[src/rtl/data_mem_arbiter_pkg.sv]
// Shared definitions for the data memory arbiter.
// Provides the default address and data widths, the address and data word
// types, the arbiter FSM state encoding and the latched operation type.
package data_mem_arbiter_pkg;

    localparam int unsigned DATA_MEMORY_ADDRESS_WIDTH = 8;
    localparam int unsigned DATA_WIDTH                = 32;

    typedef logic [DATA_MEMORY_ADDRESS_WIDTH-1:0] data_memory_address_t;
    typedef logic [DATA_WIDTH-1:0]                data_t;

    typedef enum logic [2:0] {
        IDLE,
        ISSUE,
        WAIT_READ,
        RESPOND,
        COOLDOWN
    } arb_state_t;

    typedef enum logic {
        OP_READ  = 1'b0,
        OP_WRITE = 1'b1
    } mem_op_t;

endpackage

[src/rtl/data_mem_arbiter_rr_arbiter.sv]
// Combinational round-robin selector.
// Ports:
//   req         - request vector, one bit per channel
//   ptr         - channel index with highest priority this round
//   grant       - one-hot grant (all zero when nothing requests)
//   grant_idx   - index of the granted channel
//   grant_valid - at least one request was present
module rr_arbiter #(
    parameter int unsigned N     = 8,
    parameter int unsigned IDX_W = (N > 1) ? $clog2(N) : 1
) (
    input  logic [N-1:0]     req,
    input  logic [IDX_W-1:0] ptr,
    output logic [N-1:0]     grant,
    output logic [IDX_W-1:0] grant_idx,
    output logic             grant_valid
);

    int unsigned cand;

    // Scan starting at ptr and wrapping; the first requester found wins.
    always_comb begin
        grant       = '0;
        grant_idx   = '0;
        grant_valid = 1'b0;
        cand        = 0;
        for (int unsigned off = 0; off < N; off++) begin
            cand = (32'(ptr) + off) % N;
            if (!grant_valid && req[cand]) begin
                grant_valid = 1'b1;
                grant[cand] = 1'b1;
                grant_idx   = IDX_W'(cand);
            end
        end
    end

endmodule

[src/rtl/data_mem_arbiter.sv]
// Data memory arbiter: serves NUM_CHANNELS read/write request channels, one
// transaction at a time, through a single backing-memory request port.
// Ports:
//   clk, reset (asynchronous, active-low)
//   ch_read_valid/ch_write_valid, ch_read_address/ch_write_address,
//   ch_write_data                   - per-channel held requests
//   ch_read_ready/ch_write_ready    - one-cycle completion pulses
//   ch_read_data                    - per-channel returned read word
//   mem_req_valid/mem_req_write/mem_addr/mem_wdata/mem_req_ready
//                                   - backing-memory request handshake
//   mem_rdata_valid/mem_rdata       - backing-memory read return
module data_mem_arbiter
    import data_mem_arbiter_pkg::*;
#(
    parameter int unsigned NUM_CHANNELS = 8,
    parameter int unsigned ADDR_W       = DATA_MEMORY_ADDRESS_WIDTH,
    parameter int unsigned DATA_W       = DATA_WIDTH
) (
    input  logic                                clk,
    input  logic                                reset,
    input  logic [NUM_CHANNELS-1:0]             ch_read_valid,
    input  logic [NUM_CHANNELS-1:0]             ch_write_valid,
    input  logic [NUM_CHANNELS-1:0][ADDR_W-1:0] ch_read_address,
    input  logic [NUM_CHANNELS-1:0][ADDR_W-1:0] ch_write_address,
    input  logic [NUM_CHANNELS-1:0][DATA_W-1:0] ch_write_data,
    output logic [NUM_CHANNELS-1:0]             ch_read_ready,
    output logic [NUM_CHANNELS-1:0]             ch_write_ready,
    output logic [NUM_CHANNELS-1:0][DATA_W-1:0] ch_read_data,
    output logic                                mem_req_valid,
    output logic                                mem_req_write,
    output logic [ADDR_W-1:0]                   mem_addr,
    output logic [DATA_W-1:0]                   mem_wdata,
    input  logic                                mem_req_ready,
    input  logic                                mem_rdata_valid,
    input  logic [DATA_W-1:0]                   mem_rdata
);

    localparam int unsigned IDX_W = (NUM_CHANNELS > 1) ? $clog2(NUM_CHANNELS) : 1;

    arb_state_t              state;
    mem_op_t                 gnt_op;
    logic [IDX_W-1:0]        gnt_ch;
    logic [IDX_W-1:0]        rr_ptr;
    logic [NUM_CHANNELS-1:0] req_masked;
    logic [NUM_CHANNELS-1:0] arb_grant;
    logic [IDX_W-1:0]        arb_idx;
    logic                    arb_valid;
    logic                    arb_is_read;
    logic [IDX_W-1:0]        next_ptr;

    // The channel just served sits out the cooldown cycle so it cannot be
    // re-granted before its requester has seen the ready pulse.
    always_comb begin
        req_masked = ch_read_valid | ch_write_valid;
        if (state == COOLDOWN) begin
            req_masked[gnt_ch] = 1'b0;
        end
    end

    rr_arbiter #(
        .N     (NUM_CHANNELS),
        .IDX_W (IDX_W)
    ) u_rr_arbiter (
        .req         (req_masked),
        .ptr         (rr_ptr),
        .grant       (arb_grant),
        .grant_idx   (arb_idx),
        .grant_valid (arb_valid)
    );

    // Read takes precedence when a channel holds both strobes.
    assign arb_is_read = |(arb_grant & ch_read_valid);
    assign next_ptr    = (arb_idx == IDX_W'(NUM_CHANNELS - 1)) ? '0 : arb_idx + 1'b1;

    always_ff @(posedge clk or negedge reset) begin
        if (!reset) begin
            state          <= IDLE;
            gnt_op         <= OP_READ;
            gnt_ch         <= '0;
            rr_ptr         <= '0;
            mem_req_valid  <= 1'b0;
            mem_req_write  <= 1'b0;
            mem_addr       <= '0;
            mem_wdata      <= '0;
            ch_read_ready  <= '0;
            ch_write_ready <= '0;
            ch_read_data   <= '0;
        end else begin
            // Ready bits are set only on entry to RESPOND, so they clear
            // again on the following edge.
            ch_read_ready  <= '0;
            ch_write_ready <= '0;
            case (state)
                IDLE, COOLDOWN: begin
                    if (arb_valid) begin
                        gnt_ch        <= arb_idx;
                        gnt_op        <= arb_is_read ? OP_READ : OP_WRITE;
                        mem_req_valid <= 1'b1;
                        mem_req_write <= ~arb_is_read;
                        mem_addr      <= arb_is_read ? ch_read_address[arb_idx]
                                                     : ch_write_address[arb_idx];
                        mem_wdata     <= ch_write_data[arb_idx];
                        rr_ptr        <= next_ptr;
                        state         <= ISSUE;
                    end else begin
                        state <= IDLE;
                    end
                end
                ISSUE: begin
                    if (mem_req_ready) begin
                        mem_req_valid <= 1'b0;
                        if (gnt_op == OP_READ) begin
                            state <= WAIT_READ;
                        end else begin
                            ch_write_ready[gnt_ch] <= 1'b1;
                            state                  <= RESPOND;
                        end
                    end
                end
                WAIT_READ: begin
                    if (mem_rdata_valid) begin
                        ch_read_data[gnt_ch]  <= mem_rdata;
                        ch_read_ready[gnt_ch] <= 1'b1;
                        state                 <= RESPOND;
                    end
                end
                RESPOND: begin
                    state <= COOLDOWN;
                end
                default: begin
                    state <= IDLE;
                end
            endcase
        end
    end

endmodule
[config.mk]
export PLATFORM = sky130hd
export DESIGN_NAME = data_mem_arbiter
export DESIGN_NICKNAME = d
export VERILOG_FILES = /design/src/rtl/data_mem_arbiter_pkg.sv /design/src/rtl/data_mem_arbiter_rr_arbiter.sv /design/src/rtl/data_mem_arbiter.sv
export SDC_FILE = /design/constraint.sdc
export NUM_CORES = 1
export LEC_CHECK = 0
export BUFFER_PORTS_ARGS = -buffer_cell sky130_fd_sc_hd__buf_2
export CORE_AREA = 2 2 293 295
export CTS_BUF_LIST = sky130_fd_sc_hd__clkbuf_8
export DETAILED_ROUTE_END_ITERATION = 6
export DIE_AREA = 0 0 295 297
export MAX_ROUTING_LAYER = met4
export PLACE_DENSITY_LB_ADDON = 0.15
export SYNTH_ARGS = -nofsm -noshare
export SYNTH_HDL_FRONTEND = slang
export SYNTH_SLANG_ARGS = --single-unit
[constraint.sdc]
create_clock -name clk -period 8.7 [get_ports clk]
set_clock_uncertainty 0.2 [all_clocks]
set_input_delay 0.87 -clock clk [delete_from_list [all_inputs] [get_ports clk]]
set_output_delay 0.87 -clock clk [all_outputs]
set_load 0.03 [all_outputs]
## Word-level counts from Yosys, hierarchy flattened

Index checks and enable logic that the tools add are counted.

- Register bits after elaboration: 324
- Input port bits: 436
- Output and inout port bits: 314
- Word-level logic and storage cells: 180

- Reduce and logical (&&, ||, !) cells: 31
- Bitwise logic cells: 12
- Eq/ne operators: 8
- $add $sub $neg: 8
- Magnitude comparators: 19
- Muxes and demuxes: 84

Operator list:

| cell | count |
|---|---|
| $bwmux W256 | 1 |
| $mux W8 | 17 |
| $bmux W32 S3 | 1 |
| $demux W32 S3 | 1 |
| $mux W32 | 2 |
| $or A8 B8 Y8 | 8 |
| $bmux W8 S3 | 2 |
| $lt A3 B4 Y1 const B | 10 |
| $mux W3 | 11 |
| $mux W1 | 30 |
| $demux W1 S3 | 9 |
| $ge A3 B1 Y1 const B | 9 |
| $bmux W1 S3 | 8 |
| $and A8 B8 Y8 | 2 |
| $logic_and A1 B1 Y1 | 16 |
| $add A3 B3 Y3 const B | 4 |
| $pmux W3 S4 | 1 |
| $not A8 Y8 | 1 |
| $reduce_or A8 Y1 | 1 |
| $logic_not A1 Y1 | 7 |
| $add A3 B1 Y3 const B | 2 |
| $add A3 B2 Y3 const B | 2 |
| $eq A3 B2 Y1 const B | 2 |
| $eq A3 B3 Y1 const B | 2 |
| other kinds (9) | 13 |

## Longest topological paths before layout

- Depth in word-level cells: 34
- Mapped depth: 20
- Depth with buffers taken out: 15

## By module

A second synthesis with hierarchy kept.

- Cell total of the unflattened synthesis: 1119
- Area total of the unflattened synthesis: 16280.6 sq um

By module, submodules not included:

| module | area an instance (sq um) | cells each | instances |
|---|---|---|---|
| data_mem_arbiter | 14945.6 | 963 | 1 |
| rr_arbiter | 1335.0 | 156 | 1 |

## Worst setup path after synthesis

Ideal clock, no wire load.

- Path type: input to register
- Start point: input port ch_read_valid[0]
- End point: register rr_ptr[1]
- Cell stages on the path: 15
- Required time: 8.375 ns
- Setup slack: 4.277 ns
- Setup time: 0.125 ns
- Data arrival time: 4.098 ns
- Path buffers: 3
- Cells stage by stage: nor2_1 -> a211oi_1 -> nor4_1 -> nor4_4 -> nor3_2 -> buf_2 -> and3_1 -> o21a_1 -> o31a_2 -> nor2_4 -> buf_2 -> clkbuf_1 -> inv_1 -> ha_1 -> mux2_2

- Word-level cells in the longest chain between the ends: 29
- Elaborated cells between the ends (all ways): 53
- Those cells by class: add/sub: 1; eq/ne: 1; mux: 34; bitwise: 2; reduce/logical: 15

Ends and longest elaborated chain:

| item | RTL line | RTL |
|---|---|---|
| start, declared | data_mem_arbiter.sv:21 | `input logic [NUM_CHANNELS-1:0] ch_read_valid,` |
| $or A8 B8 Y8 * | data_mem_arbiter.sv:54 | `req_masked = ch_read_valid \| ch_write_valid;` |
| $and A8 B8 Y8 (no source line) | n/a |  |
| $mux W8 * | data_mem_arbiter.sv:55 | `if (state == COOLDOWN) begin` |
| $bmux W1 S3 | data_mem_arbiter_rr_arbiter.sv:29 | `if (!grant_valid && req[cand]) begin` |
| $mux W1 (not written as such) | data_mem_arbiter_rr_arbiter.sv:29 |  |
| $mux W1 | data_mem_arbiter_rr_arbiter.sv:29 |  |
| $logic_not A1 Y1 | data_mem_arbiter_rr_arbiter.sv:29 |  |
| $logic_and A1 B1 Y1 | data_mem_arbiter_rr_arbiter.sv:29 |  |
| [... 15 more ...] | n/a |  |
| $mux W1 | data_mem_arbiter_rr_arbiter.sv:29 |  |
| $logic_not A1 Y1 | data_mem_arbiter_rr_arbiter.sv:29 |  |
| $logic_and A1 B1 Y1 | data_mem_arbiter_rr_arbiter.sv:29 |  |
| $mux W3 * | data_mem_arbiter_rr_arbiter.sv:29 |  |
| net arb_idx[1] | data_mem_arbiter.sv:46 | `logic [IDX_W-1:0] arb_idx;` |
| $add A3 B1 Y3 / $eq A3 B3 Y1 (equally long branches) | data_mem_arbiter.sv:73 | `assign next_ptr = (arb_idx == IDX_W'(NUM_CHANNELS - 1)) ? '0 : arb_idx + 1'b1;` |
| $mux W3 * | data_mem_arbiter.sv:73 |  |
| net next_ptr[1] | data_mem_arbiter.sv:49 | `logic [IDX_W-1:0] next_ptr;` |
| end signal, assigned | data_mem_arbiter.sv:103 | `rr_ptr <= next_ptr;` |
| end, declared | data_mem_arbiter.sv:43 | `logic [IDX_W-1:0] rr_ptr;` |

Mark *: on every way through the listed nets, which the timed path passes. The rest lies on a longest branch. The select of a mux whose other input is x is not followed.
A chain may end at the register's enable or synchronous reset.

## Worst setup path after layout

- Start point: register rr_ptr[1]
- End point: register mem_wdata[27]

- Word-level cells in the longest chain between the ends: 26
- Elaborated cells between the ends (all ways): 56
- Those cells by class: add/sub: 7; mux: 34; reduce/logical: 15

Ends and longest elaborated chain:

| item | RTL line | RTL |
|---|---|---|
| parallel branches: the longest is 26 deep, another holds $add A3 B1 Y3 | n/a |  |
| end signal, assigned | data_mem_arbiter.sv:102 | `mem_wdata <= ch_write_data[arb_idx];` |
| end, declared | data_mem_arbiter.sv:32 | `output logic [DATA_W-1:0] mem_wdata,` |

Parallel ways; which one is timed is not known. The select of a mux whose other input is x is not followed.

==> out/metrics.cfg <==
[status]
status = completed

[die]
dieArea_sq_um = 87600
rows = 107
core_region_area_sq_um = 84500
io_pins = 750
start_util_pct = 22.0
fp.dieW_um = 295
die_h_um = 297

[cts]
cts_root_buffer = clkbuf_8
cts_max_path_buffers = 3
clk_latency_ns = 0.63
cts-resized-gates = 0
cts_made_buffers = 67
cts.htree.levels = 3
cts_hold_buf = 0
cts_sinks = 323
cts_setup_buffers = 0
cts_tree = yes
clkSlewWorstSetupHoldPaths_ns = 0.06

[pwr]
clkPwrFrac_pct = 14.5
vdd_ir_drop_max_mv = 0.504
pwr-share-comb_pct = 63.8
powerDensity_nw_per_um2 = 467
cellInternalPower_w = 0.00561
p_leak_nw = 12.7
seq_power_share_pct = 21.8
p_switching_w = 0.00596
switching_share_pct = 51.5

[yosys]
synth.distinct_cells = 77
synthCells = 2027
yosys_warnings = 0
synth-seq-cells = 323
synth-edff-count = 0
synthesis.nets = 2470
synth_area_per_cell_sq_um = 9.18
async_reset_ff_share_pct = 100
synth_area_sq_um = 18600
ys_seq_area_share_pct = 43.4
ys.flop_type = dfrtp_1

[global_route]
overflow = 0
grt_pass1_wl_um = 139000
grt_usage_pct = 21.8
grt_max_degree = 163
antenna_found_initial = 17
grt_pass1_vias = 19486

[worst_setup_path]
cp_num_buf_inv = 4
timing.rr.start = rr_ptr[1]$_DFFE_PN0P_
crit_start = rr_ptr[1]$_DFFE_PN0P_
cp_top_family = simple AND/OR/NAND/NOR gates
cp.required_ns = 9.07
slowest_stage = and2_2
path_class = reg2reg
endpoint_kind = flip-flop
start_kind = flip-flop
arrival_ns = 6.81
path_cells = clkinv_1 -> ha_1 -> buf_4 -> nor4_1 -> nor4_4 -> nor3_2 -> o211ai_1 -> and2_2 -> o21ai_4 -> buf_4 -> and2_2 -> buf_12 -> nand2_1 -> a311oi_1 -> a221o_1
critPathMaxFanout = 65
slowest_delay_ns = 0.74

[drt]
routed-wl-met2_um = 45300
route.detailed.drc = 0
post_drt_wl_per_cell_um = 24.4
wl_met3_um = 7160
firstDrtPassIters = 5
drt-vias-per-instance = 4.93
routed.top_layer = met4
m1WireLength_um = 40900
vias = 19312
first_iter_violations = 1552
wirelength_um = 95400
drtAntennaViolNets = 0

[sta]
finalSetupViolCount = 0
tns_ns = 0
min_period_ns = 6.44
period_share_pct = 74.1
worst_pin_slew_ns = 1.10
hold_violations = 0
rsz0062_at_grt = no
max_freq_mhz = 155
final_max_slew_viol_count = 0
maxSlewHeadroom_pct = 26.3

[min_path]
hold_path.class = in2async

[finish]
seqCellArea_sq_um = 8080
nFillCells = 9126
syn_to_final_growth_pct = 33.3
multi_input_area_sq_um = 9750
drive_gt1_share_pct = 40.7
layout.nets = 3155
final_cells = 3918

[placement]
io_buffer_count = 749
dp_hpwl_um = 69600
place_inst = 3787
gp_congestion = 0.930

[job]
maxCapViolCount = 0

[cells in the mapped netlist (3+ instances only)]
cell type,n,area [sq um]
nor2b_1,5,31.3
a211oi_1,70,526
a22oi_1,34,255
buf_6,10,113
a311oi_1,64,561
nand4_1,4,25.0
or2_2,5,31.3
mux4_2,10,225
buf_1,13,48.8
a221o_1,33,330
ha_1,7,87.6
o221ai_2,8,120
nand2_1,616,2310
dfrtp_1,323,8080
nor3b_1,3,22.5
a211o_1,3,26.3
nor3_1,17,85.1
buf_2,43,215
and3_1,132,826
o21ai_0,12,60.1
mux2_4,10,150
buf_4,5,37.5
a21oi_1,47,235
a22o_1,34,298
clkbuf_1,97,364
and2_1,7,43.8
nand3_1,68,340
a31oi_1,38,238
nor2_1,35,131
o211ai_1,5,37.5
a211oi_2,3,37.5
inv_1,13,48.8
a221oi_1,6,52.6
nor4_1,8,50.1
nand2b_1,8,50.1
mux2_2,172,1940
mux2i_1,5,50.1
[power by group through the flow]
stage | logic [W] | clock network (W) | registers [W]
after floorplan | 0.00389 | 0 | 0.00369
after global placement | 0.00732 | 0 | 0.00252
after detailed placement | 0.00733 | 0 | 0.00253
after CTS | 0.00735 | 0.00175 | 0.00252
after global routing | 0.00788 | 0.00181 | 0.00261
final | 0.00738 | 0.00168 | 0.00252
[logic make-up after synthesis]
logic type	count (synthesis)	synth area share, %
simple gates	928	22.4
compound gates	385	16.2
flops	323	43.4
mux	197	12.7
buf+inv	183	4.55
fa+ha+maj	7	0.471
xor+xnor	4	0.188
[cells in the final DEF (no fill, tap or decap), types with 5 or more instances in the layout]
cell type    n
nand3_1     68
a31oi_1     38
and3_1     132
diode_2     17
nor2_4       6
nand2_1    611
nor2_1      30
mux2i_1      5
buf_4       33
inv_1       33
a22oi_1     34
nor3_1      16
mux2_4      10
a22o_1      34
ha_1         7
a21oi_1     47
o21ai_0     12
o211ai_1     5
buf_2      748
mux2_2     172
or2_2        5
clkbuf_8    81
a311oi_1    64
nor2b_1      5
nor4_1       8
nand2b_1     7
dfrtp_1    323
a211oi_1    70
a221o_1     33
mux4_2      10
a221oi_1     6
o221ai_2     8
[path summary, 6_finish.rpt]
kind	end	slack [ns]	cells past startpoint
min	ch_read_ready[0]$_DFF_PN0_	0.03	1
min reg2reg	ch_read_data[249]$_DFFE_PN0P_	0.27	2
max in group asynchronous	ch_read_data[19]$_DFFE_PN0P_	6.70	2
min in group clk	ch_read_data[249]$_DFFE_PN0P_	0.27	2
max	mem_wdata[27]$_DFFE_PN0P_	2.26	15
max reg2reg	mem_wdata[27]$_DFFE_PN0P_	2.26	15
[stage by stage]
step                setup WS, ns  area, sq um  hold slack, ns  total power, W  util [%]
detailed placement          2.32        23400           0.257         0.00986      27.7
global route                1.77        24800          0.0352          0.0123      29.4
CTS                         2.30        24800          0.0270          0.0116      29.3
global placement            2.40        23400           0.256         0.00984      27.7
finish                      2.26        24800          0.0252          0.0116      29.4
floorplan                   4.28        18600           0.340         0.00759         -
[state kept, by name (all words and copies together), names as in the netlist, named ones only]
name / count
mem_req_write: 1
rr_ptr: 2
mem_addr: 8
state: 3
ch_read_ready: 8
ch_read_data: 256
mem_wdata: 32
ch_write_ready: 8
mem_req_valid: 1
gnt_ch: 3
[metal layers]
layer / vias up / global-route usage, %
met5: - / -
met4: 0 / 5.77
met3: 121 / 5.13
met2: 776 / 34.5
met1: 9706 / 27.8
li1: 8709 / -
[cell type report]
type | instances | share of cell area [%]
antenna | 17 | 0.172
clock buffer | 81 | 4.49
inverter | 14 | 0.212
sequential | 323 | 32.6
tap | 1144 | 5.77
multi-input combinational | 1521 | 39.3
timing repair buffer | 785 | 16.4
clock inverter | 33 | 1.05
(Power assumes the default switching activity.)
